===== config.mk =====
export PLATFORM = sky130hd
export DESIGN_NAME = free_list_ctrl
export DESIGN_NICKNAME = d
export VERILOG_FILES = /design/src/rtl/free_list_ctrl.sv
export SDC_FILE = /design/constraint.sdc
export NUM_CORES = 1
export LEC_CHECK = 0
export CAP_MARGIN = 20
export CORE_ASPECT_RATIO = 1.4
export CORE_MARGIN = 2
export CORE_UTILIZATION = 40
export DETAILED_ROUTE_END_ITERATION = 10
export DONT_BUFFER_PORTS = 1
export MAX_ROUTING_LAYER = met4
export PLACE_DENSITY = 0.61
export SLEW_MARGIN = 20
export SYNTH_ARGS = -nofsm -noshare
export SYNTH_HDL_FRONTEND = slang
export SYNTH_SLANG_ARGS = --single-unit

===== constraint.sdc =====
create_clock -name clk -period 5.1 [get_ports clk]
set_clock_uncertainty 0.05 [all_clocks]
set_input_delay 0.765 -clock clk [delete_from_list [all_inputs] [get_ports clk]]
set_output_delay 0.765 -clock clk [all_outputs]
set_load 0.02 [all_outputs]

===== src/rtl/free_list_ctrl.sv =====
// Free-list controller: fills the physical-register stack after reset,
// then arbitrates dispatch allocations against buffered retire frees.
module free_list_ctrl #(
   parameter  int PHYS_REG_SZ    = 64,
   parameter  int ARCH_REG_SZ    = 32,
   parameter  int FREE_BUF_DEPTH = 4,
   localparam int TAG_W = $clog2(PHYS_REG_SZ),
   localparam int CNT_W = $clog2(PHYS_REG_SZ+FREE_BUF_DEPTH)+1
) (
   input  logic             clk,
   input  logic             reset,
   input  logic             dispatch_req,
   output logic             alloc_gnt,
   output logic [TAG_W-1:0] alloc_tag,
   input  logic             retire_valid,
   input  logic [TAG_W-1:0] retire_tag,
   output logic             retire_ready,
   output logic             fl_push,
   output logic [TAG_W-1:0] fl_tag_in,
   output logic             fl_pop,
   input  logic [TAG_W-1:0] fl_tag_out,
   input  logic             fl_empty,
   input  logic             fl_full,
   output logic             init_done,
   output logic [CNT_W-1:0] free_count
);

   localparam int PTR_W = $clog2(FREE_BUF_DEPTH);
   localparam int OCC_W = PTR_W + 1;

   typedef enum logic {
      S_INIT,
      S_RUN
   } state_t;

   state_t           r_state;
   state_t           w_state_nxt;
   logic [TAG_W-1:0] r_init_ptr;
   logic [TAG_W-1:0] r_buf [FREE_BUF_DEPTH];
   logic [PTR_W-1:0] r_rd_ptr;
   logic [PTR_W-1:0] r_wr_ptr;
   logic [OCC_W-1:0] r_occ;
   logic [CNT_W-1:0] r_free_count;
   logic             r_init_done;
   logic             r_retire_ready;

   logic             w_push;
   logic [TAG_W-1:0] w_tag_in;
   logic             w_pop;
   logic             w_gnt;
   logic [TAG_W-1:0] w_alloc_tag;
   logic             w_deq;
   logic             w_enq;
   logic [TAG_W-1:0] w_head;
   logic             w_fifo_full;
   logic             w_fifo_empty;
   logic             w_last_init;
   logic [OCC_W-1:0] w_occ_nxt;
   logic [CNT_W-1:0] w_cnt_nxt;

   assign w_head       = r_buf[r_rd_ptr];
   assign w_fifo_full  = (r_occ == OCC_W'(FREE_BUF_DEPTH));
   assign w_fifo_empty = (r_occ == '0);
   assign w_last_init  = (r_init_ptr == TAG_W'(PHYS_REG_SZ-1));
   assign w_enq        = retire_valid & r_retire_ready;

   assign w_occ_nxt = r_occ + OCC_W'(w_enq) - OCC_W'(w_deq);
   assign w_cnt_nxt = r_free_count
                    + CNT_W'(w_enq)
                    + CNT_W'(r_state == S_INIT)
                    - CNT_W'(w_gnt);

   // Comb outputs are forced low while reset is held
   assign fl_push   = w_push & ~reset;
   assign fl_tag_in = reset ? '0 : w_tag_in;
   assign fl_pop    = w_pop & ~reset;
   assign alloc_gnt = w_gnt & ~reset;
   assign alloc_tag = reset ? '0 : w_alloc_tag;

   assign retire_ready = r_retire_ready;
   assign init_done    = r_init_done;
   assign free_count   = r_free_count;

   // Next state and prioritised stack/dispatch arbitration
   always_comb begin
      w_state_nxt = r_state;
      w_push      = 1'b0;
      w_tag_in    = '0;
      w_pop       = 1'b0;
      w_gnt       = 1'b0;
      w_alloc_tag = '0;
      w_deq       = 1'b0;
      unique case (r_state)
         S_INIT: begin
            w_push   = 1'b1;
            w_tag_in = r_init_ptr;
            if (w_last_init) begin
               w_state_nxt = S_RUN;
            end
         end
         S_RUN: begin
            if (w_fifo_full && !fl_full) begin
               w_push   = 1'b1;
               w_tag_in = w_head;
               w_deq    = 1'b1;
            end else if (dispatch_req && !fl_empty) begin
               w_pop       = 1'b1;
               w_gnt       = 1'b1;
               w_alloc_tag = fl_tag_out;
            end else if (dispatch_req && !w_fifo_empty) begin
               w_gnt       = 1'b1;
               w_alloc_tag = w_head;
               w_deq       = 1'b1;
            end else if (!w_fifo_empty && !fl_full) begin
               w_push   = 1'b1;
               w_tag_in = w_head;
               w_deq    = 1'b1;
            end
         end
         default: begin
            w_state_nxt = S_INIT;
         end
      endcase
   end

   // State register
   always_ff @(posedge clk or posedge reset) begin
      if (reset) begin
         r_state <= S_INIT;
      end else begin
         r_state <= w_state_nxt;
      end
   end

   // Walk the non-architectural tags during INIT
   always_ff @(posedge clk or posedge reset) begin
      if (reset) begin
         r_init_ptr <= TAG_W'(ARCH_REG_SZ);
      end else if (r_state == S_INIT) begin
         r_init_ptr <= r_init_ptr + TAG_W'(1);
      end
   end

   // Retire-free FIFO storage; contents only matter under r_occ
   always_ff @(posedge clk) begin
      if (w_enq) begin
         r_buf[r_wr_ptr] <= retire_tag;
      end
   end

   // FIFO pointers and occupancy
   always_ff @(posedge clk or posedge reset) begin
      if (reset) begin
         r_rd_ptr <= '0;
         r_wr_ptr <= '0;
         r_occ    <= '0;
      end else begin
         if (w_enq) begin
            r_wr_ptr <= r_wr_ptr + PTR_W'(1);
         end
         if (w_deq) begin
            r_rd_ptr <= r_rd_ptr + PTR_W'(1);
         end
         r_occ <= w_occ_nxt;
      end
   end

   // Free count, init flag and retire back-pressure
   always_ff @(posedge clk or posedge reset) begin
      if (reset) begin
         r_free_count   <= '0;
         r_init_done    <= 1'b0;
         r_retire_ready <= 1'b0;
      end else begin
         r_free_count   <= w_cnt_nxt;
         r_init_done    <= (w_state_nxt == S_RUN);
         r_retire_ready <= (w_state_nxt == S_RUN) &&
                           (w_occ_nxt < OCC_W'(FREE_BUF_DEPTH));
      end
   end

endmodule


### Word level (Yosys, flattened, before mapping)

Memories as Yosys holds them, arrays and structs flattened.
Index checks and enable logic that the tools add are counted.

* add/subtract/negate cells: 8
* $mul: 0
* divide/modulo/power cells: 0
* order comparisons: 1
* equal/unequal tests: 2
* shifts and indexed selects: 0
* multiplexer cells: 31
* bitwise logic cells: 6
* reduce and logical (&&, ||, !) cells: 9

Operators by type and width (count)
* 2-to-1 mux 6 bit: 10
* 2-to-1 mux 1 bit: 19
* adder 8 x 1 -> 8 bit: 2
* case mux 6 bit (2 select lines): 1
* subtractor 8 x 1 -> 8 bit: 1
* adder 6 x 1 -> 6 bit (second input constant): 1
* == test 6 bit (second input constant): 1
* logical AND 1 bit: 5
* adder 2 x 1 -> 2 bit (second input constant): 2
* bitwise AND 1 bit: 4
* adder 3 x 1 -> 3 bit: 1
* == test 3 bit (second input constant): 1
* zero test 1 bit: 3
* zero test 3 bit: 1
* < comparator 3 bit (second input constant): 1
* subtractor 3 x 1 -> 3 bit: 1
* NOT 1 bit: 2
* case mux 1 bit (2 select lines): 1

* bits in registers: 23
* bits in latches: 0
* RAM bits: 24
* bits in read-only memories: 0
* input bits: 18
* output and inout bits: 25
* logic and storage cells: 65
* memories kept: 1

Memories
* r_buf: depth 4, width 6, read ports 1, clocked after memory_dff 0, write ports 1, RTL line 39 `logic [TAG_W-1:0] r_buf [FREE_BUF_DEPTH];`

### Logic depth before layout (Yosys ltp)

Gate-level depths: netlist of the first run.

* depth after elaboration: 11
* mapped depth: 12
* mapped depth without buffers: 12

### Worst setup path before layout of the first run

Ideal clock, no wire load.

* path kind: input port to output port
* start: input port reset
* end: output port fl_tag_in[0]
* arrival time: 1.923 ns
* data required time: 4.285 ns
* slack: 2.362 ns
* cell stages on the path: 3
* buffers on the path: 0
* cells stage by stage: inv_1 a31oi_2 nor2_1

* cells in the longest elaborated chain, start to end: 1

Ends and longest elaborated chain
* start, declared: RTL line 11 `input logic reset,`
* 2-to-1 mux 6 bit: RTL line 75 `assign fl_tag_in = reset ? '0 : w_tag_in;`
* end, declared: RTL line 19 `output logic [TAG_W-1:0] fl_tag_in,`

Every way passes these cells.

==> impl_metrics.tcl, run 1 <==
set metrics [dict create \
    post-route-drc-count 0 \
    drt_pass1_iterations 4 \
    postSynthCellCount 191 \
    maxSlewViolCount 0 \
    outcome "complete, no violations" \
    wl_per_cell_um 16.4 \
    htreeDepth 2 \
    finalWeightedCongestion 0.846 \
    wire_length_of_the_first_global_routing_pass_um 7100 \
    seq_power_share 0.641 \
    layout.nets 231 \
    hold-worst-slack_ns 0.356 \
    synth_top_cell_by_area "edfxtp_1" \
    netSwitchingPower_w 0.000125 \
    placementRows 33 \
    tritoncts "built" \
    cts.sink_count 47 \
    ys.flop_type "edfxtp_1" \
    area_growth_syn_to_layout_pct 6.42 \
    grt_max_degree 25 \
    drt_iter0_drc 37 \
    unrepaired_setup_endpoints_after_global_routing "false" \
    total_power_w 0.000623 \
    end_kind "primary output" \
    critPathLaunch "init_done" \
    synth-warning-count 0 \
    grt_antenna_before_repair 0 \
    globalRouteOverflowTotal 0 \
    critical_path.startpoint_type "register" \
    port_buffer_count 0 \
    worstPathMaxFanout 17 \
    syn-cell-area_mm2 0.00242 \
    synth_net_count 226 \
    number_of_flops_mapped_to_enable_cells_by_yosys 24 \
    detailedPlacementHpwl_um 3340 \
    die_height_um 96.0 \
    post_synth.cell_area_avg_um2 12.7 \
    design.die.area_mm2 0.00669 \
    grt_pass1_vias 1430 \
    numPlacedInstances 259 \
    cts.reportedPaths.clkPinSlew_ns 0.08 \
    post-place-ws_ns 2.04 \
    period_minus_slack_ns 3.30 \
    power.share.clock 0.341 \
    final.period_utilization 0.647 \
    cp.arrival_ns 2.48 \
    synth_cell_type_count 40 \
    cts_hold_buf 0 \
    post_cts_resized 0 \
    number_of_setup_buffers_added_after_cts 0 \
    dieWidth_um 69.7 \
    ys_seq_area_frac 0.537 \
    yosysTopAreaCellShare 0.298 \
    post_synthesis_sequential_element_count 47 \
    filler_cell_count 571 \
    fmax_mhz 303 \
    antennaDiodeCount 0 \
    initial_core_util 0.412 \
    regToRegStartpoint "init_done" \
    ys_async_sr_fraction 0.489 \
    setup_viol 0 \
    cap_violations 0 \
    grtUsageTotal 0.145 \
    synth_area_leaders "edfxtp_1, dfrtp_1, ha_1" \
    max-vdd-ir-drop_uv 157 \
    drt-vias-per-instance 5.26 \
    crit_required_ns 4.28 \
    cell_internal_pwr_w 0.000497 \
    antenna_left 0 \
    tritoncts.num_buffers 5 \
    finalHoldViolCount 0 \
    maxSlewHeadroom 0.451 \
    max_slew.worst_pin.slew_ns 0.817 \
    totalWireLength_um 4370 \
    cts-root-buf "clkbuf_8" \
    pwr_density_cell_mw_per_mm2 242 \
    p_comb_frac 0.018 \
    design.core.area_mm2 0.00586 \
    stdcell_count 267 \
    timing_worst_setup_path_type "register to primary output" \
    later_pin_clock_latency_in_the_skew_report_ns 0.29 \
    power.share.switching 0.201 \
    cts_max_path_buffers 2 \
    setup_tns_ns 0 \
    hold_path_class "input pin to asynchronous set/reset pin" \
    dr_total_vias 1405 \
    drive_above_1_share 0.112 \
    cellLeakagePower_nw 1.06 \
    finalWorstSetupSlack_ns 1.80 \
    design.portCount 43 \
]
[kinds of logic after synthesis]
| family | after synthesis | synth area share |
|---|---|---|
| AO/OA/AOI/OAI | 28 | 0.0797 |
| buffers and inverters | 26 | 0.0445 |
| XOR/XNOR | 16 | 0.0580 |
| multiplexers | 13 | 0.0859 |
| AND/OR/NAND/NOR | 44 | 0.0978 |
| adder cells (fa/ha/maj) | 17 | 0.0973 |
| flip-flops | 47 | 0.537 |
[per-layer routing]
metal | track usage | vias to the layer above | wire length [µm]
met4 | 0.0689 | 0 | 104
met3 | 0.0450 | 6 | 222
li1 | - | 671 | -
met2 | 0.244 | 36 | 2300
met1 | 0.159 | 692 | 1750
met5 | - | - | 0
[final timing paths]
kind | cells after the start | to | slack [ns]
max | 4 | alloc_tag[4] | 1.80
min | 2 | r_occ[0] | 0.36
max reg2reg | 10 | free_count[6] | 2.15
min reg2reg | 1 | r_init_ptr[2] | 0.45
max in group asynchronous | 2 | r_init_ptr[5] | 4.35
min in group clk | 1 | r_init_ptr[2] | 0.45
[stage by stage]
| step | utilization | instance area [µm²] |
|---|---|---|
| after global placement | 0.425 | 2490 |
| after floorplan | - | 2420 |
| after detailed placement | 0.425 | 2490 |
| final | 0.439 | 2570 |
| after global routing | 0.439 | 2570 |
| after CTS | 0.439 | 2570 |
[critical path, cell delays in order, from the launching register on]
cell	delay, ns
dfrtp_1	0.88
nand2_1	0.28
nor4_4	0.66
nand2_1	0.09
o21ai_0	0.28
[cell usage in the layout, fill, tap and decap left out, types with 4 or more instances in the layout]
master | synthesis | final
a21o_1 | 4 | 4
a21oi_1 | 5 | 5
and3_1 | 4 | 4
clkbuf_8 | 0 | 5
dfrtp_1 | 22 | 22
edfxtp_1 | 24 | 24
ha_1 | 14 | 14
inv_1 | 23 | 23
mux2i_1 | 5 | 5
mux4_2 | 6 | 6
nand2_1 | 9 | 9
nand2b_1 | 4 | 4
nand3_1 | 4 | 4
nor2_1 | 14 | 14
o21ai_0 | 7 | 7
xnor2_1 | 12 | 12
xor2_1 | 4 | 4
[layout make-up]
class	count	area (µm²)	share of cell area
Clock buffer	7	76.3	0.0297
Clock inverter	1	5.00	0.00195
Inverter	23	86.3	0.0336
Multi-Input combinational cell	118	1010	0.393
Sequential cell	47	1300	0.504
Tap cell	70	87.6	0.0340
Timing Repair Buffer	1	7.51	0.00292
[state kept, by name, summed over array words and instances (netlist names)]
name and count:
r_buf 24, free_count 8, r_init_ptr 6, r_occ 3
r_rd_ptr 2, r_wr_ptr 2, init_done 1, retire_ready 1
[synthesized netlist by cell type (all sizes together), types with 2 or more instances]
library cell   n
or3            2
inv           23
dfrtp         22
o21ai          7
xor2           4
ha            14
edfxtp        24
mux4           6
nor2          14
mux2           2
nand2b         4
nand2          9
a21o           5
and3           4
a21oi          6
fa             3
o21bai         2
xnor2         12
nand3          4
mux2i          5
nor2b          2
a31oi          3
buf            2
[power by group through the flow]
stage	combinational (W)	clock [W]	sequential (W)
after floorplan	0.00000895	0	0.000407
after global placement	0.0000118	0	0.000407
after detailed placement	0.0000119	0	0.000407
after CTS	0.0000119	0.000222	0.000399
after global routing	0.0000128	0.000234	0.000399
final	0.0000114	0.000212	0.000399
Power figures use the tool's default switching activity.
==> inputs of run 2 (changes only) <==
- clock period: 5.1 -> 3.2 ns (I/O delays scaled with it)
==> run 2 against run 1 <==
Critical path depth is 8 higher. Utilization up 0.45 points. Wire length down 3.0%. Critical endpoint is now free_count[6]. First-iteration DRC count is 35% lower. Largest cell class unchanged. Clock power up 70%. Total power rose by 63%.
==> impl_metrics.tcl, run 2 (same netlist as run 1, synthesis figures left out) <==
set metrics [dict create \
    drt_pass1_iterations 4 \
    unrepaired_setup_endpoints_after_global_routing "false" \
    cp.arrival_ns 2.91 \
    tritoncts "built" \
    die_height_um 96.0 \
    htreeDepth 2 \
    routed.top_layer "met4" \
    hold_path_class "input pin to asynchronous set/reset pin" \
    port_buffer_count 0 \
    post_cts_resized 0 \
    post-route-drc-count 0 \
    dr_total_vias 1398 \
    later_pin_clock_latency_in_the_skew_report_ns 0.30 \
    detailedPlacementHpwl_um 3280 \
    maxSlewViolCount 0 \
    grt_max_degree 25 \
    end_kind "register" \
    outcome "complete, no violations" \
    mostFrequentLayoutCell "edfxtp_1" \
    cts_hold_buf 0 \
    met1_length_um 1650 \
    power.share.clock 0.356 \
    p_comb_frac 0.018 \
    post-place-ws_ns 0.463 \
    number_of_setup_buffers_added_after_cts 0 \
    period_minus_slack_ns 2.73 \
    layout.cell_area.non_filler_mm2 0.00260 \
    antennaDiodeCount 0 \
    dr_wl_met3_um 238 \
    max_slew.worst_pin.slew_ns 0.669 \
    drt_iter0_drc 24 \
    worstPathMaxFanout 4 \
    final.period_utilization 0.854 \
    cellLeakagePower_nw 1.07 \
    grt_antenna_before_repair 0 \
    maxSlewHeadroom 0.550 \
    cell_internal_pwr_w 0.000795 \
    seq_power_share 0.626 \
    power.share.switching 0.216 \
    design.die.area_mm2 0.00669 \
    detailroute.wirelength.met2_um 2270 \
    totalWireLength_um 4240 \
    design.core.area_mm2 0.00586 \
    finalWeightedCongestion 0.746 \
    cts.sink_count 47 \
    critical_path.startpoint_type "register" \
    antenna_left 0 \
    fmax_mhz 366 \
    setup_viol 0 \
    drive_above_1_share 0.131 \
    largest_reg_flops 24 \
    setup_tns_ns 0 \
    area_growth_syn_to_layout_pct 7.51 \
    finalHoldViolCount 0 \
    cap_violations 0 \
    pwr_density_cell_mw_per_mm2 390 \
    initial_core_util 0.412 \
    globalRouteOverflowTotal 0 \
    layout.nets 233 \
    placedInstanceArea_mm2 0.00251 \
    final_cell_mix "edfxtp_1, inv_1, dfrtp_1, nor2_1, ha_1" \
    filler_cell_count 565 \
    tritoncts.num_buffers 5 \
    wl_per_cell_um 15.8 \
    top_register "r_buf" \
    crit_required_ns 3.38 \
    wire_length_of_the_first_global_routing_pass_um 6960 \
    grtUsageTotal 0.142 \
    cts-root-buf "clkbuf_8" \
    finalWorstSetupSlack_ns 0.466 \
    timing_worst_setup_path_type "register to register" \
    max-vdd-ir-drop_uv 217 \
    netSwitchingPower_w 0.000219 \
    layout.core_utilization 0.443 \
    drt-vias-per-instance 5.20 \
    grt_pass1_vias 1473 \
    dieWidth_um 69.7 \
    cts.reportedPaths.clkPinSlew_ns 0.09 \
    placementRows 33 \
    cts_max_path_buffers 2 \
    design.portCount 43 \
]
==> run 2: final timing paths <==
kind	start	end	slack, ns	cells after the start
max	r_occ[0]	free_count[6]	0.47	12
max reg2reg	r_occ[0]	free_count[6]	0.47	12
min reg2reg	r_init_ptr[2]	r_init_ptr[2]	0.46	1
min in group clk	retire_tag[5]	r_buf[1][5]	0.22	0
max in group asynchronous	reset	r_init_ptr[5]	2.76	2
min	reset	free_count[2]	0.06	2
==> run 2: metal layers <==
metal / GRT usage / vias up
li1: - / 681
met1: 0.145 / 683
met2: 0.255 / 29
met3: 0.0440 / 5
met4: 0.0561 / 0
met5: - / -
==> run 2: power groups by stage <==
stage | registers (W) | clock network (W) | logic [W]
6_report | 0.000636 | 0.000361 | 0.0000179
5_1_grt | 0.000636 | 0.000389 | 0.0000205
4_1_cts | 0.000636 | 0.000376 | 0.0000189
3_5_place_dp | 0.000649 | 0 | 0.0000190
3_3_place_gp | 0.000649 | 0 | 0.0000190
2_1_floorplan | 0.000649 | 0 | 0.0000143
==> run 2: layout make-up <==
type | count | area, µm² | area share
sequential | 47 | 1300 | 0.499
multi-input combinational | 118 | 1010 | 0.390
tap | 70 | 87.6 | 0.0337
inverter | 23 | 86.3 | 0.0332
clock buffer | 5 | 68.8 | 0.0265
clock inverter | 3 | 23.8 | 0.00915
timing repair buffer | 3 | 22.5 | 0.00867
==> run 2: worst max-delay path, cell delays in order (launching register included) <==
cell and delay, ns:
dfrtp_1 0.41, or2_1 0.26, a21o_2 0.20, nor2_1 0.13, nor2_1 0.06, ha_1 0.29
fa_1 0.17, inv_1 0.05, fa_1 0.41, a211oi_1 0.22, o21bai_1 0.10, a21oi_1 0.18
xnor2_1 0.13
==> run 2: stage by stage <==
step / total power [W] / cells / hold slack (ns)
global route: 0.00105 / 269 / 0.0850
CTS: 0.00103 / 269 / 0.0557
global placement: 0.000668 / 261 / 0.396
detailed placement: 0.000668 / 261 / 0.397
finish: 0.00101 / 269 / 0.0552
floorplan: 0.000663 / 191 / 0.410
